==> config.mk <==
export PLATFORM = sky130hd
export DESIGN_NAME = i2c_bus_sync
export DESIGN_NICKNAME = d
export VERILOG_FILES = /design/src/rtl/i2c_sil9134_slave_model_bus_sync.sv
export SDC_FILE = /design/constraint.sdc
export NUM_CORES = 1
export LEC_CHECK = 0
export CAP_MARGIN = 20
export CELL_PAD_IN_SITES_DETAIL_PLACEMENT = 1
export CELL_PAD_IN_SITES_GLOBAL_PLACEMENT = 1
export CORE_AREA = 2 2 39 41
export CTS_CLUSTER_DIAMETER = 80
export DETAILED_ROUTE_END_ITERATION = 16
export DIE_AREA = 0 0 41 43
export PLACE_DENSITY_LB_ADDON = 0.1
export SYNTH_ARGS = -nofsm -noshare
export SYNTH_HDL_FRONTEND = slang
export SYNTH_SLANG_ARGS = --single-unit
==> constraint.sdc <==
create_clock -name i_clk -period 1.66 [get_ports i_clk]
set_input_delay 0.332 -clock i_clk [delete_from_list [all_inputs] [get_ports i_clk]]
set_output_delay 0.332 -clock i_clk [all_outputs]
set_load 0.03 [all_outputs]
==> src/rtl/i2c_sil9134_slave_model_bus_sync.sv <==
// Two-flop synchronisers for scl/sda plus single-clk edge, START and STOP pulses
// derived only from the synchronised copies.
module i2c_bus_sync (
  input  logic i_clk,
  input  logic i_rst_n,
  input  logic i_scl,
  input  logic i_sda,
  output logic o_sda,
  output logic o_scl_rise,
  output logic o_scl_fall,
  output logic o_start,
  output logic o_stop
);

  logic [1:0] w_line_in;
  logic [1:0] r_meta;
  logic [1:0] r_sync;
  logic [1:0] r_prev;

  assign w_line_in = {i_scl, i_sda};

  // Lines reset to the idle-high level so release from reset creates no false edge.
  genvar gi;
  generate
    for (gi = 0; gi < 2; gi++) begin : g_line
      always_ff @(posedge i_clk or negedge i_rst_n) begin
        if (!i_rst_n) begin
          r_meta[gi] <= 1'b1;
          r_sync[gi] <= 1'b1;
          r_prev[gi] <= 1'b1;
        end else begin
          r_meta[gi] <= w_line_in[gi];
          r_sync[gi] <= r_meta[gi];
          r_prev[gi] <= r_sync[gi];
        end
      end
    end
  endgenerate

  assign o_sda      = r_sync[0];
  assign o_scl_rise =  r_sync[1] & ~r_prev[1];
  assign o_scl_fall = ~r_sync[1] &  r_prev[1];
  // START/STOP require scl stable high, so a coincident scl edge always wins.
  assign o_start    = r_sync[1] & r_prev[1] &  r_prev[0] & ~r_sync[0];
  assign o_stop     = r_sync[1] & r_prev[1] & ~r_prev[0] &  r_sync[0];

endmodule

==> impl_metrics.py, run 1 <==
metrics = {
    "setup_path": {
        "critPathArrivalTime_ps": 1170,
        "cp_slowest_cell": "dfstp_2",
        "crit_fanout": 4,
        "endpoint_kind": "output pin",
        "crit_family": "flip-flops",
        "critical_path_class": "reg -> out",
        "worst_setup_path_start_kind": "flop",
        "required_ps": 1330,
        "critPathBufInv": 1,
        "critPathMaxStageDelay_ps": 540,
        "crit_chain": "dlygate4sd2_1",
    },
    "run": {
        "cap_violations": 0,
    },
    "cells_and_area": {
        "n_antenna_cell": 0,
        "final_area_um2": 302,
        "drive_gt1_frac": 0.619,
        "final_nets": 27,
        "area_growth_pct": 58.6,
        "n_fill_cell": 157,
        "finalNonFillerCells": 37,
    },
    "pwr": {
        "power_leakage_nw": 0.131,
        "vdd_drop_max_v": 0.000350,
        "p_int_mw": 0.256,
        "pwr-share-comb": 0.093,
        "switching_share": 0.215,
        "pwr-share-seq": 0.505,
        "clkPwrFrac": 0.402,
        "switchingPower_mw": 0.0701,
        "pwr_density_cell_mw_per_mm2": 1080,
    },
    "detailed_routing": {
        "vias": 118,
        "drc": 0,
        "antenna_left": 0,
        "drtIter0Drc": 1,
        "via_per_inst": 3.19,
        "wl_per_cell_um": 8.73,
        "first_pass_iters": 2,
        "route.final.wire_length_um": 323,
    },
    "placed_design": {
        "place_ws_ps": 136,
        "dp_cells": 34,
        "gp_congestion": 0.519,
        "post_dp_cell_area_um2": 280,
        "io_buffers": 8,
    },
    "clock_tree": {
        "worstSkewPairLatency_ps": 240,
        "clkSlewWorstSetupHoldPaths_ps": 50,
        "cts_max_level": 1,
        "cts_max_path_buffers": 2,
        "clockRootBuffer": "clkbuf_4",
        "tritoncts": "yes",
        "cts_buffers": 3,
        "cts.sinks": 6,
    },
    "die": {
        "floorplan.initialDensity": 0.137,
        "fp-row-count": 14,
        "coreArea_mm2": 0.00138,
        "boundaryPins": 9,
        "fp.dieW_um": 41,
        "die_area_mm2": 0.00176,
        "fp.dieH_um": 43,
    },
    "hold_path": {
        "hold_class": "reg -> reg",
    },
    "sta": {
        "fin_ws_ps": 156,
        "finalCritPeriodShare": 0.906,
        "hold_violations": 0,
        "setup_viol": 0,
        "final.setup_skew_ps": 4.14,
        "max_freq_ghz": 0.665,
        "timing.setup.tns_ps": 0,
        "rsz0062_at_grt": "false",
        "finalMaxSlewViolations": 0,
        "worst_slew_pin_slew_ps": 294,
        "relSlewSlack": 0.805,
        "min_period_ps": 1500,
    },
    "synth": {
        "netlist_instances": 10,
        "ys_seq_area_frac": 0.829,
        "synth_nets": 14,
        "ys_types": 3,
        "synth_seq_cells": 6,
        "synth_area_um2": 190,
        "syn_avg_cell_area_um2": 19.0,
        "ys_warn_count": 0,
    },
    "global_route": {
        "antenna_found_initial": 0,
        "grt_pass1_vias": 139,
        "grt_pass1_wl_um": 579,
        "grt_overflow_total": 0,
        "grt_max_degree": 7,
        "grt_use_total": 0.0586,
    },
    "run_status": {
        "status": "finished, final reports clean",
    },
}
kinds of logic (layout without fill, tap and decap cells):
| kind of cell | Yosys count | after routing | share of synthesized area |
|---|---|---|---|
| AND/OR/NAND/NOR | 4 | 4 | 0.171 |
| buffers and inverters | 0 | 11 | 0 |
| flip-flops | 6 | 6 | 0.829 |
cell usage in the layout (no fill, tap or decap):
master / netlist / final
buf_4: 0 / 4
and4b_1: 2 / 2
dlygate4sd2_1: 0 / 1
clkbuf_4: 0 / 3
clkdlybuf4s50_1: 0 / 3
dfstp_2: 6 / 6
nor2b_1: 2 / 2
power groups by stage:
stage	Clock [mW]	Combinational (mW)	Sequential, mW
2_1_floorplan	0	0.0112	0.168
3_5_place_dp	0	0.0319	0.167
4_1_cts	0.141	0.0311	0.165
5_1_grt	0.154	0.0327	0.166
3_3_place_gp	0	0.0318	0.166
6_report	0.131	0.0305	0.165
worst paths after layout:
check	slack (ps)	cells after the start	to	from
min	350	0	o_sda	r_meta[0]
min reg2reg	350	0	o_sda	r_meta[0]
max	160	1	o_sda	o_sda
min in group asynchronous	570	1	r_prev[1]	i_rst_n
max in group asynchronous	1060	1	r_sync[1]	i_rst_n
max reg2reg	1050	0	r_prev[1]	r_sync[1]
registers in the layout (all words and copies together) (netlist names):
register / count
o_sda: 1
r_meta: 2
r_prev: 2
r_sync: 1
metal layers:
| layer | track usage | wire length [µm] | vias up |
|---|---|---|---|
| li1 | - | - | 56 |
| met1 | 0.0428 | 115 | 52 |
| met2 | 0.0750 | 145 | 10 |
| met3 | 0.0785 | 61 | 0 |
| met4 | 0.0400 | 0 | 0 |
| met5 | 0 | 0 | - |
cell type report:
| class | instances | area (µm²) | area share |
|---|---|---|---|
| clock buffer | 3 | 22.5 | 0.0747 |
| sequential | 6 | 158 | 0.523 |
| multi-input combinational | 4 | 32.5 | 0.108 |
| tap | 16 | 20.0 | 0.0664 |
| timing repair buffer | 8 | 68.8 | 0.228 |
cell usage after synthesis:
master	count	area, µm²
dfstp_2	6	158
nor2b_1	2	12.5
and4b_1	2	20.0
metrics by stage:
stage               hold slack (ps)  total power [mW]  utilization
CTS                             348             0.337        0.218
finish                          348             0.326        0.218
global route                    357             0.353        0.218
detailed placement              347             0.199        0.203
global placement                346             0.198        0.203
floorplan                       184             0.179            -
timing repair:
action / in CTS / in global routing
resized for setup: 1 / 0
buffers inserted: 0 / 0
hold buffers: 0 / 0
setup endpoints to repair: 1 / 0
(Power assumes the default switching activity.)
==> inputs of run 2 (changes only) <==
- SLEW_MARGIN: not set -> 20
==> results of run 2 <==
Same layout as run 1: the final DEF is identical, and so are final timing and power.
==> inputs of run 3 (changes only) <==
- CAP_MARGIN: 20 -> not set
==> results of run 3 <==
Same layout as run 1: the final DEF is identical, and so are final timing and power.
